--- config.mk ---
export PLATFORM = sky130hd
export DESIGN_NAME = nn_wgt_load_ctrl
export DESIGN_NICKNAME = d
export VERILOG_FILES = /design/src/rtl/nn_wgt_load_ctrl.sv
export SDC_FILE = /design/constraint.sdc
export NUM_CORES = 1
export LEC_CHECK = 0
export ABC_AREA = 1
export BUFFER_PORTS_ARGS = -buffer_cell sky130_fd_sc_hd__buf_2
export CORE_MARGIN = 10
export CORE_UTILIZATION = 49
export DETAILED_ROUTE_END_ITERATION = 10
export PLACE_DENSITY = 0.81
export SLEW_MARGIN = 40
export SYNTH_ARGS = -nofsm -noshare
export SYNTH_HDL_FRONTEND = slang
export SYNTH_SLANG_ARGS = --single-unit
--- constraint.sdc ---
create_clock -name clk_i -period 1.68 [get_ports clk_i]
set_input_delay 0.336 -clock clk_i [delete_from_list [all_inputs] [get_ports clk_i]]
set_output_delay 0.336 -clock clk_i [all_outputs]
set_load 0.01 [all_outputs]
--- src/rtl/nn_wgt_load_ctrl.sv ---
// Weight-load and run sequencer for the RAM-based multi-layer network.
// Streams weight words into the selected layer RAM and drives the req/ack/ready start handshake.
module nn_wgt_load_ctrl #(
    parameter  int NumLayers    = 3,
    parameter  int DataWidth    = 8,
    parameter  int WgtAddrWidth = 11,
    localparam int LW           = (NumLayers > 1) ? $clog2(NumLayers) : 1
) (
    input  logic                    clk_i,
    input  logic                    reset_ni,
    input  logic                    cmd_valid_i,
    output logic                    cmd_ready_o,
    input  logic [LW-1:0]           cmd_layer_i,
    input  logic [WgtAddrWidth:0]   cmd_len_i,
    input  logic                    wgt_valid_i,
    output logic                    wgt_ready_o,
    input  logic [DataWidth-1:0]    wgt_data_i,
    input  logic                    run_valid_i,
    output logic                    run_ready_o,
    output logic                    done_o,
    output logic                    busy_o,
    output logic                    err_o,
    input  logic                    err_clr_i,
    output logic [LW-1:0]           ram_index_o,
    output logic [WgtAddrWidth-1:0] wgt_ram_addr_o,
    output logic                    wgt_ram_we_o,
    output logic [DataWidth-1:0]    wgt_ram_dout_o,
    output logic                    nn_req_o,
    input  logic                    nn_ack_i,
    input  logic                    nn_ready_i
);

    typedef enum logic [1:0] {
        IDLE     = 2'd0,
        LOAD     = 2'd1,
        RUN_REQ  = 2'd2,
        RUN_WAIT = 2'd3
    } state_e;

    localparam logic [WgtAddrWidth:0] MaxLen = {1'b1, {WgtAddrWidth{1'b0}}};
    localparam logic [WgtAddrWidth:0] OneLen = {{WgtAddrWidth{1'b0}}, 1'b1};

    state_e                  state_q;
    logic [WgtAddrWidth:0]   cnt_q;
    logic [WgtAddrWidth:0]   len_q;
    logic [LW-1:0]           index_q;
    logic [WgtAddrWidth-1:0] addr_q;
    logic [DataWidth-1:0]    dout_q;
    logic                    we_q;
    logic                    req_q;
    logic                    done_q;
    logic                    busy_q;
    logic                    err_q;
    logic                    cmd_illegal;
    logic                    beat;

    assign cmd_illegal = (32'(cmd_layer_i) >= NumLayers) || (cmd_len_i > MaxLen);
    assign beat        = wgt_valid_i && (state_q == LOAD);

    // The ready strobes are gated by reset so every output reads 0 while reset is held.
    assign cmd_ready_o    = reset_ni && (state_q == IDLE);
    assign run_ready_o    = reset_ni && (state_q == IDLE);
    assign wgt_ready_o    = (state_q == LOAD);
    assign done_o         = done_q;
    assign busy_o         = busy_q;
    assign err_o          = err_q;
    assign ram_index_o    = index_q;
    assign wgt_ram_addr_o = addr_q;
    assign wgt_ram_we_o   = we_q;
    assign wgt_ram_dout_o = dout_q;
    assign nn_req_o       = req_q;

    // NOTE: all state below uses non-blocking assignments so every register samples pre-edge values.
    always_ff @(posedge clk_i or negedge reset_ni) begin
        if (!reset_ni) begin
            state_q <= IDLE;
            cnt_q   <= '0;
            len_q   <= '0;
            index_q <= '0;
            addr_q  <= '0;
            dout_q  <= '0;
            we_q    <= 1'b0;
            req_q   <= 1'b0;
            done_q  <= 1'b0;
            busy_q  <= 1'b0;
            err_q   <= 1'b0;
        end else begin
            we_q   <= 1'b0;
            done_q <= 1'b0;

            if (state_q == IDLE && cmd_valid_i && cmd_illegal) begin
                err_q <= 1'b1;
            end else if (err_clr_i) begin
                err_q <= 1'b0;
            end

            unique case (state_q)
                IDLE: begin
                    if (cmd_valid_i) begin
                        if (!cmd_illegal && cmd_len_i != '0) begin
                            index_q <= cmd_layer_i;
                            len_q   <= cmd_len_i;
                            cnt_q   <= '0;
                            state_q <= LOAD;
                            busy_q  <= 1'b1;
                        end
                    end else if (run_valid_i) begin
                        req_q   <= 1'b1;
                        state_q <= RUN_REQ;
                        busy_q  <= 1'b1;
                    end
                end
                LOAD: begin
                    if (beat) begin
                        we_q   <= 1'b1;
                        addr_q <= cnt_q[WgtAddrWidth-1:0];
                        dout_q <= wgt_data_i;
                        cnt_q  <= cnt_q + OneLen;
                        if (cnt_q == len_q - OneLen) begin
                            state_q <= IDLE;
                            busy_q  <= 1'b0;
                        end
                    end
                end
                RUN_REQ: begin
                    // A ready arriving together with the ack is not consumed here.
                    if (nn_ack_i) begin
                        req_q   <= 1'b0;
                        state_q <= RUN_WAIT;
                    end
                end
                RUN_WAIT: begin
                    if (nn_ready_i) begin
                        done_q  <= 1'b1;
                        state_q <= IDLE;
                        busy_q  <= 1'b0;
                    end
                end
                default: begin
                    state_q <= IDLE;
                    busy_q  <= 1'b0;
                end
            endcase
        end
    end

endmodule
==> summary.md, run 1 <==
| Metric | Value |
|---|---|
| Status | complete, but fails checks |
| Failing checks | setup timing |
| Total GRT Usage | 16.7% |
| Ant diodes | 0 |
| Drt via density | 5.17 |
| DRC errors left | 0 |
| RSZ-0062 raised after global routing | true |
| Layout Nets | around 500 |
| TritonCTS Sinks | 52 |
| Post-synth EDFFs | 0 |
| CTS clk-pin slew, worst paths | 0.10 ns |
| Clock Skews | roughly 0.0097 ns |
| Max-slew violations | 0 |
| Area added between synthesis and finish | 28.6% |
| Synthesized Nets | 415 |
| Post-DP HPWL | around 5800 um |
| Routed WL per cell | between 10 and 15 um |
| CP Data Required Time | 1.88 ns |
| CTS tree | built |
| Slowest cell delay on critical path | 0.37 ns |
| Initial DRT Pass Iterations | 4 |
| PortBufs | 58 |
| Fmax | 562 MHz |
| Final instance area | about 3700 um2 |
| CP Data Arrival Time | 1.98 ns |
| Adder-Cell Fraction of Synth Area | 0.877% |
| CP top delay family | simple AND/OR/NAND/NOR gates |
| Seq cells post-synth | 52 |
| Cell count of the worst reg-to-reg path | 14 |
| Total grt overflow | 0 |
| Power, Total | 5.75 mW |
| Synth async-reset ratio | 100% |
| Path type of the worst min-delay path | input pin to async pin |
| CP Max Fanout | 4 |
| Post-synthesis sequential area ratio | about 46% |
| CP max-delay cell | dfrtp_1 |
| Final Hold Violating Endpoints | 0 |
| Worst Tran Pin Value | 0.652 ns |
| Number of global-route vias before repair | 2720 |
| Setup WS post-layout | -0.0997 ns |
| Placed instance area | 3430 um2 |
| Top Ports | 59 |
| Leak | 1.91 nW |
| Die ar. | 9270 um2 |
| Crit share post-route | 106% |
| Startpoint types | flip-flop |
| Post-Syn Area per Cell | 7.45 um2 |
| Largest family of logic cells by synthesized area | simple AND/OR/NAND/NOR gates |
| Final setup fails | 2 |
| Compound-cell area share of the yosys netlist | about 8.7% |
| Most frequent cells in the layout | nand2_1 (133), buf_2 (58), dfrtp_1 (50), inv_1 (33), buf_4 (32) |
| VDD IR-drop max | just under 0.8 mV |
| Cells after synthesis | roughly 380 |
| Initial antenna violation count | 0 |
| Clock Tree Root | clkbuf_8 |
| Most common cell after layout, fill and taps aside | nand2_1 |
| Num CTS Buffers | 5 |
| Critical-path cell list | inv_2, ha_4, buf_4, xor2_1, nand2_1, nand2_1, nor2_1, nand3_1, nor2_2, nand3_1, nand2_2, nand2_2, nand2_1, nand2_1 |
| Most used cell, CP | nand2_1 |
| Inst Count DP | 536 |
| Clock buffer depth | 2 |
| Final min period | 1.78 ns |
| Most used DFF post-synth | dfrtp_1 |
| Crit. path cell count | 14 |
| Largest net degree at the start of global routing | 53 |
| Synthesis warning total | 0 |
| Finished Layout Cells | 550 |
| Clk_lat worst skew | between 0.3 and 0.4 ns |
| Die Span Y | 96.3 um |
| Netlist cell types | 33 |
| Global-route wire length before repair | about 12000 um |
| Max H-tree Level | 2 |
| DIE WIDTH | 96.3 um |
| Vias after detailed routing | 2843 |
| Mux contribution to synthesized area | 0% |
| Final core utilization | 65.8% |
| 1st-iter DRT viols | 223 |
| Critical path type | flip-flop to flip-flop |
| DRT antenna net count | 0 |
| CP Buf/Inv Count | 2 |
| Total Routed Length | 7630 um |
| Slew headroom | 56.5% |
| Setup crit end kind | flip-flop |
| Row cnt | 27 |
| Initial core utilization | 51.2% |
| Synth Cell Area | 2850 um2 |
| Core footprint | 5570 um2 |
| Fraction of layout cells with a size suffix above 1 | between 20% and 30% |
| Post-Synth XOR/XNOR Area | about 3.4% |
| Post-Synth Simple-Gate Area | between 30% and 40% |
| Max_cap viols | 0 |
| RePlAce Congestion | 0.859 |
| Setup slack after placement | -0.205 ns |
| Pwr Density | 1570 nW/um2 |
## state kept, by name (all words and copies together), names as in the netlist, 2 cells and up
signal / count
len_q: 12
wgt_ram_addr_o: 11
state_q: 2
ram_index_o: 2
wgt_ram_dout_o: 8
cnt_q: 12
## timing repair
action | CTS | global route
gates resized for setup | 10 | 22
setup buffers | 1 | 4
endpoints found under the setup margin | 5 | 19
cloned | 0 | 1
pin swaps | 5 | 14
hold buffers | 0 | 0
## per-layer routing
| layer | vias to the layer above | track usage [%] | wire length, um |
|---|---|---|---|
| met3 | 13 | 3.50 | 387 |
| met5 | - | 0 | 0 |
| met4 | 0 | 4.96 | 121 |
| li1 | 1405 | - | - |
| met1 | 1352 | 19.6 | 3090 |
| met2 | 73 | 29.9 | 4040 |
## logic make-up (layout without fill, tap and decap cells)
logic type	Yosys count	in the layout
simple gates	222	222
flops	52	52
buf+inv	53	148
fa+ha+maj	2	2
compound gates	43	43
xor+xnor	11	11
## Yosys cell counts (all sizes together) (2+ instances only)
library cell  instances  area [um2]
ha                    2        25.0
nand3b                6        45.0
inv                  42         158
nor2                 34         153
o21ai                36         184
xnor2                 5        43.8
nand4                 7        43.8
nand2               138         518
nor4                  2        18.8
dfrtp                52        1300
nor3                  7        35.0
buf                   9        61.3
nand3                26         130
xor2                  6        52.6
a21boi                2        30.0
## path summary, 6_finish.rpt
kind / startpoint / endpoint / slack, ns
worst max-delay path: len_q[1]$_DFFE_PN0P_ / state_q[0]$_DFFE_PN0P_ / -0.1
worst min-delay path: reset_ni / len_q[6]$_DFFE_PN0P_ / 0.14
worst max register to register: len_q[1]$_DFFE_PN0P_ / state_q[0]$_DFFE_PN0P_ / -0.1
worst min register to register: ram_index_o[1]$_DFFE_PN0P_ / ram_index_o[1]$_DFFE_PN0P_ / 0.48
max in group asynchronous: reset_ni / len_q[2]$_DFFE_PN0P_ / 1.06
min in group clk_i: wgt_data_i[1] / wgt_ram_dout_o[1]$_DFFE_PN0P_ / 0.21
## power breakdown
group	leakage, nW	switching [mW]	total [mW]	internal, mW
sequential	0.672	0.380	2.10	1.72
combinational	1.19	1.66	2.92	1.25
clock	0.0414	0.433	0.730	0.298
total	1.91	2.48	5.75	3.27
## stage by stage
stage               setup TNS, ns  hold slack, ns
floorplan                       0          0.0404
global placement           -0.855           0.448
detailed placement          -1.67           0.458
CTS                        -0.117           0.169
global route                -1.30           0.193
finish                     -0.195           0.139
## layout make-up
| cell class | count | area (um2) |
|---|---|---|
| well taps | 72 | 90.1 |
| flip-flops and latches | 52 | 1300 |
| fillers | 472 | 1900 |
| multi-input cells | 278 | 1410 |
| repair buffers | 97 | 618 |
| inverters | 43 | 161 |
| clock buffers | 6 | 72.6 |
| clock inverters | 2 | 16.3 |
No activity file was read; power rests on OpenSTA's default activity.
==> inputs of run 2 (changes only) <==
Settings changed: CORE_ASPECT_RATIO set to 1.75.
==> summary.md, run 2 (synthesis results as in run 1) <==
| Metric | Value |
|---|---|
| Global-route wire length before repair | 13000 um (+4.7%) |
| Sw Ratio | 43.2% (+0.12 points) |
| RePlAce Congestion | 0.904 (+5.2%) |
| Cell count of the worst reg-to-reg path | 16 (+2) |
| Drt via density | 5.10 (-1.3%) |
| Max H-tree Level | 2 (unchanged) |
| Layout Nets | 509 (unchanged) |
| Number of global-route vias before repair | 2994 (+10%) |
| Path type of the worst min-delay path | input pin to async pin |
| CTS Hold Buffers Added | 0 (unchanged) |
| Startpoint types | flip-flop |
| DRC errors left | 0 (unchanged) |
| Placed instance area | 3450 um2 (+0.51%) |
| Pwr Density | 1580 nW/um2 (+1.0%) |
| DRT antenna net count | 0 (unchanged) |
| Final min period | 1.72 ns (-0.0577 ns) |
| Net Switching | 2.49 mW (+0.63%) |
| Most common cell after layout, fill and taps aside | nand2_1 |
| Routed WL per cell | 13.9 um (about the same) |
| Final instance area | 3650 um2 (-0.65%) |
| Setup crit end kind | flip-flop |
| CTS tree | built |
| Die Span Y | 121 um (+26%) |
| RSZ-0062 raised after global routing | true |
| Total GRT Usage | 16.6% (-0.088 points) |
| Status | complete, but fails checks |
| DIE WIDTH | 77.7 um (-19%) |
| Vias after detailed routing | 2826 (-0.60%) |
| CP Data Arrival Time | 1.92 ns (-0.06 ns) |
| Leak | 1.86 nW (-2.5%) |
| Clock Tree Root | clkbuf_8 |
| Slew headroom | 55.9% (-0.60 points) |
| Post-DP HPWL | 5880 um (+1.8%) |
| CP Max Fanout | 3 (-1) |
| Final Hold Violating Endpoints | 0 (unchanged) |
| TritonCTS Sinks | 52 (unchanged) |
| Setup TNS | -0.0802 ns (+0.115 ns) |
| Most frequent cells in the layout | nand2_1 (134), buf_2 (58), dfrtp_1 (48), buf_4 (34), inv_1 (32) |
| Clk_lat worst skew | 0.31 ns (about the same) |
| Die ar. | 9390 um2 (+1.3%) |
| Sequential share of power | 36.6% (about the same) |
| Clock buffer depth | 2 (unchanged) |
| Largest net degree at the start of global routing | 53 (unchanged) |
| Int Power | 3.27 mW (+0.12%) |
| VDD IR-drop max | 0.826 mV (+4.0%) |
| CP Data Required Time | 1.88 ns (about the same) |
| Combinational share of power | 50.8% (about the same) |
| Setup WS post-layout | -0.0420 ns (+0.0577 ns) |
| Ant diodes | 0 (unchanged) |
| CTS clk-pin slew, worst paths | 0.10 ns (about the same) |
| FILL cells | 489 (+3.6%) |
| Clock Skews | 0.0154 ns (+0.00567 ns) |
| Failing checks | setup timing |
| Row cnt | 36 (+33%) |
| Worst Tran Pin Value | 0.661 ns (+0.00899 ns) |
| Num CTS Buffers | 5 (unchanged) |
| Total grt overflow | 0 (unchanged) |
| Initial core utilization | 50.7% (-0.51 points) |
| Critical path type | flip-flop to flip-flop |
| Initial antenna violation count | 0 (unchanged) |
| Initial DRT Pass Iterations | 5 (+1) |
| Area added between synthesis and finish | 27.8% |
| Fraction of layout cells with a size suffix above 1 | 29.7% (+0.84 points) |
| Top Ports | 59 (unchanged) |
| Clock Power Share | 12.7% (about the same) |
| 1st-iter DRT viols | 244 (+9.4%) |
| PortBufs | 58 (unchanged) |
| Max_cap viols | 0 (unchanged) |
| Max-slew violations | 0 (unchanged) |
| Final setup fails | 2 (unchanged) |
| Fmax | 581 MHz (+3.3%) |
| Crit share post-route | 102% (-3.4 points) |
| Total Routed Length | 7690 um (+0.73%) |
| Power, Total | 5.77 mW (+0.34%) |
| Core footprint | 5630 um2 (+1.0%) |
[run 2: metal layers]
metal | routed length (um) | share of wire, % | GRT usage, % | up-vias
met1 | 2760 | 36 | 16.5 | 1306
met4 | 330 | 4.3 | 9.86 | 0
met3 | 279 | 3.6 | 3.04 | 34
met2 | 4320 | 56 | 30.9 | 85
met5 | 0 | 0 | 0 | -
li1 | - | - | - | 1401
[run 2: path summary, 6_finish.rpt]
kind / slack [ns] / end / startpoint
setup / recovery: -0.04 / state_q[0]$_DFFE_PN0P_ / len_q[1]$_DFFE_PN0P_
hold / removal: 0.14 / len_q[7]$_DFFE_PN0P_ / reset_ni
setup reg to reg: -0.04 / state_q[0]$_DFFE_PN0P_ / len_q[1]$_DFFE_PN0P_
hold reg to reg: 0.48 / wgt_ram_dout_o[4]$_DFFE_PN0P_ / wgt_ram_dout_o[4]$_DFFE_PN0P_
max in group asynchronous: 1.05 / state_q[0]$_DFFE_PN0P_ / reset_ni
min in group clk_i: 0.21 / wgt_ram_dout_o[1]$_DFFE_PN0P_ / wgt_data_i[1]
[run 2: through the flow]
stage / hold slack (ns) / std cells / setup slack [ns] / utilization [%]
after floorplan: 0.0404 / 383 / 0.00471 / -
after global placement: 0.457 / 540 / -0.0415 / 61.2
after detailed placement: 0.459 / 540 / -0.142 / 61.2
after CTS: 0.171 / 548 / -0.0242 / 63.5
after global routing: 0.191 / 554 / -0.230 / 64.8
final: 0.136 / 554 / -0.0420 / 64.8
[run 2: area by class of cell]
type / count / area [um2] / area share (%)
Timing Repair Buffer: 96 / 608 / 16.7
Multi-Input combinational cell: 278 / 1380 / 37.7
Clock inverter: 3 / 21.3 / 0.583
Clock buffer: 5 / 68.8 / 1.89
Tap cell: 76 / 95.1 / 2.61
Inverter: 43 / 165 / 4.53
Timing Repair inverter: 1 / 5.00 / 0.137
Sequential cell: 52 / 1310 / 35.8
[run 2: timing repair]
action                                  in CTS  in global routing
buffers inserted                             0                  5
pin swaps                                    9                  0
resized for setup                           16                 10
cloned                                       0                  1
endpoints found under the setup margin       2                 22
[run 2: power groups by stage]
stage | clock network, mW | registers, mW | logic (mW)
after CTS | 0.744 | 2.10 | 2.82
after global routing | 0.804 | 2.17 | 3.31
after detailed placement | 0 | 2.09 | 2.70
final | 0.731 | 2.11 | 2.93
after floorplan | 0 | 2.17 | 1.56
after global placement | 0 | 2.07 | 2.62
[run 2: worst max-delay path, stage by stage (launching register included)]
cell and delay, ns:
dfrtp_1 0.41, buf_4 0.15, nor2_4 0.09, nand2_2 0.07, buf_4 0.13, nand2_1 0.05, nand3_1 0.06, nand2_1 0.08
nand2_1 0.05, inv_1 0.05, nand2_1 0.04, nor2_1 0.11, nand3_1 0.09, nand2_2 0.09, nand2_1 0.05, nand2_1 0.05
nand2_1 0.04
==> inputs of run 3 (changes only) <==
Settings changed: PLACE_DENSITY 0.81 to 0.82.
==> summary.md, run 3 (synthesis results as in run 1) <==
| Metric | Value |
|---|---|
| CP Max Fanout | 3 (unchanged) |
| Clock Skews | 0.00579 ns (-0.00957 ns) |
| Initial antenna violation count | 0 (unchanged) |
| Ant diodes | 0 (unchanged) |
| Worst R2R Start | len_q[1]$_DFFE_PN0P_ |
| Global-route wire length before repair | 13100 um (+0.37%) |
| Most common cell after layout, fill and taps aside | nand2_1 |
| RSZ-0062 raised after global routing | true |
| Total Routed Length | 8030 um (+4.4%) |
| Max-slew violations | 0 (unchanged) |
| Clk_lat worst skew | 0.32 ns (about the same) |
| Post-DP HPWL | 6030 um (+2.4%) |
| FILL cells | 499 (+2.0%) |
| Worst Tran Pin Value | 0.677 ns (+0.0164 ns) |
| Clock Tree Root | clkbuf_8 |
| Cell count of the worst reg-to-reg path | 16 (unchanged) |
| Core footprint | 5630 um2 (unchanged) |
| Largest net degree at the start of global routing | 53 (unchanged) |
| Row cnt | 36 (unchanged) |
| Critical path type | flip-flop to flip-flop |
| Die Span Y | 121 um (unchanged) |
| CP Data Arrival Time | 1.97 ns (+0.05 ns) |
| Drt via density | 5.13 (+0.47%) |
| R2r endpoint | busy_o$_DFFE_PN0P_ |
| Initial DRT Pass Iterations | 4 (-1) |
| Num CTS Buffers | 5 (unchanged) |
| Clock buffer depth | 2 (unchanged) |
| CTS Hold Buffers Added | 0 (unchanged) |
| Die ar. | 9390 um2 (unchanged) |
| Failing checks | setup timing |
| R2R setup slack | -0.06 ns (-0.02 ns) |
| Fraction of layout cells with a size suffix above 1 | 28.1% (-1.7 points) |
| Max_cap viols | 0 (unchanged) |
| Crit share post-route | 104% (+1.4 points) |
| CP Data Required Time | 1.90 ns (+0.02 ns) |
| Top Ports | 59 (unchanged) |
| Max H-tree Level | 2 (unchanged) |
| Leak | 1.86 nW (about the same) |
| Setup WS post-layout | -0.0648 ns (-0.0228 ns) |
| Routed WL per cell | 14.8 um (+6.6%) |
| Setup crit end kind | flip-flop |
| Slew headroom | 54.8% (-1.1 points) |
| Final core utilization | 64.0% (-0.73 points) |
| Layout Nets | 498 (-2.2%) |
| Fmax | 573 MHz (-1.3%) |
| DRC errors left | 0 (unchanged) |
| Vias after detailed routing | 2783 (-1.5%) |
| TritonCTS Sinks | 52 (unchanged) |
| Number of global-route vias before repair | 2850 (-4.8%) |
| Most frequent cells in the layout | nand2_1 (134), buf_2 (58), dfrtp_1 (50), inv_1 (31), o21ai_0 (29) |
| Setup slack after placement | -0.0896 ns (+0.0529 ns) |
| Setup TNS | -0.123 ns (-0.0431 ns) |
| Startpoint types | flip-flop |
| CTS clk-pin slew, worst paths | 0.10 ns (about the same) |
| PortBufs | 58 (unchanged) |
| Path type of the worst min-delay path | input pin to async pin |
| Placed instance area | 3370 um2 (-2.4%) |
| Final Hold Violating Endpoints | 0 (unchanged) |
| Status | complete, but fails checks |
| Initial core utilization | 50.7% (unchanged) |
| CTS tree | built |
| DRT antenna net count | 0 (unchanged) |
| Final min period | 1.74 ns (+0.0228 ns) |
| Final instance area | 3600 um2 (-1.1%) |
| Final setup fails | 2 (unchanged) |
| Total grt overflow | 0 (unchanged) |
| 1st-iter DRT viols | 237 (-2.9%) |
| RePlAce Congestion | 0.998 (+10%) |
| Pwr Density | 1660 nW/um2 (+5.1%) |
| DIE WIDTH | 77.7 um (unchanged) |
| Total GRT Usage | 16.9% (+0.34 points) |
| VDD IR-drop max | 1.02 mV (+24%) |
| Area added between synthesis and finish | 26.4% |
## run 3: cell types whose count changed in the layout (fill, tap and decap cells not counted), sizes merged
cell	before	now
clkinv	1	2
bufinv	0	1
clkinvlp	3	0
buf	96	86
## run 3: where the power goes
part           total [mW]  leakage [nW]  switching [mW]  internal (mW)
Sequential           2.10         0.672           0.383           1.72
Combinational        2.99          1.13            1.74           1.25
Clock               0.901        0.0600           0.449          0.452
## run 3: metal layers
layer  share of wire [%]  wire length, um  vias to the layer above  track usage, %
met5                   0                0                        -               0
met4                 3.2              261                        0            9.29
met3                 3.3              264                       21            2.89
met2                  57             4540                       72            32.6
met1                  37             2960                     1312            16.3
li1                    -                -                     1378               -
## run 3: repair_timing
item	4_1_cts	5_1_grt
resized for setup	17	10
hold endpoints to repair	0	0
buffers inserted	2	4
pin swaps	7	10
setup endpoints to repair	4	9
## run 3: critical path, stage by stage (launching register included)
cell	delay [ns]
dfrtp_1	0.41
inv_2	0.09
buf_4	0.10
buf_4	0.09
nand2_1	0.05
nor2_2	0.11
nand2_1	0.08
nand2_1	0.10
nand2_1	0.06
nand2_1	0.07
nand2_1	0.06
nor2_1	0.08
nand3_1	0.08
nand2_2	0.10
nand2_1	0.06
nand2_1	0.06
nand2_1	0.05
## run 3: per-stage QoR
step | hold WS [ns] | cells | total power [mW]
after floorplan | 0.0404 | 383 | 3.74
after global placement | 0.452 | 529 | 4.72
after detailed placement | 0.460 | 529 | 4.81
after CTS | 0.178 | 539 | 5.89
after global routing | 0.207 | 543 | 6.48
final | 0.144 | 543 | 5.99
## run 3: how the worst max path moves through the flow
stage	from	end	slack, ns	cells past startpoint
after detailed placement	len_q[4]$_DFFE_PN0P_	busy_o$_DFFE_PN0P_	-0.09	12
after global routing	len_q[1]$_DFFE_PN0P_	state_q[0]$_DFFE_PN0P_	-0.26	15
after global placement	len_q[4]$_DFFE_PN0P_	state_q[0]$_DFFE_PN0P_	-0.05	12
after CTS	len_q[1]$_DFFE_PN0P_	state_q[0]$_DFFE_PN0P_	-0.03	16
final	len_q[1]$_DFFE_PN0P_	busy_o$_DFFE_PN0P_	-0.06	16
after floorplan	len_q[0]$_DFFE_PN0P_	state_q[0]$_DFFE_PN0P_	0.005	16
## run 3: final cells by class
class	instances	area (um2)	area share (%)
clock inverter	3	46.3	1.28
inverter	43	161	4.48
sequential	52	1300	36.2
clock buffer	5	68.8	1.91
timing repair buffer	86	529	14.7
multi-input combinational	278	1400	38.8
tap	76	95.1	2.64
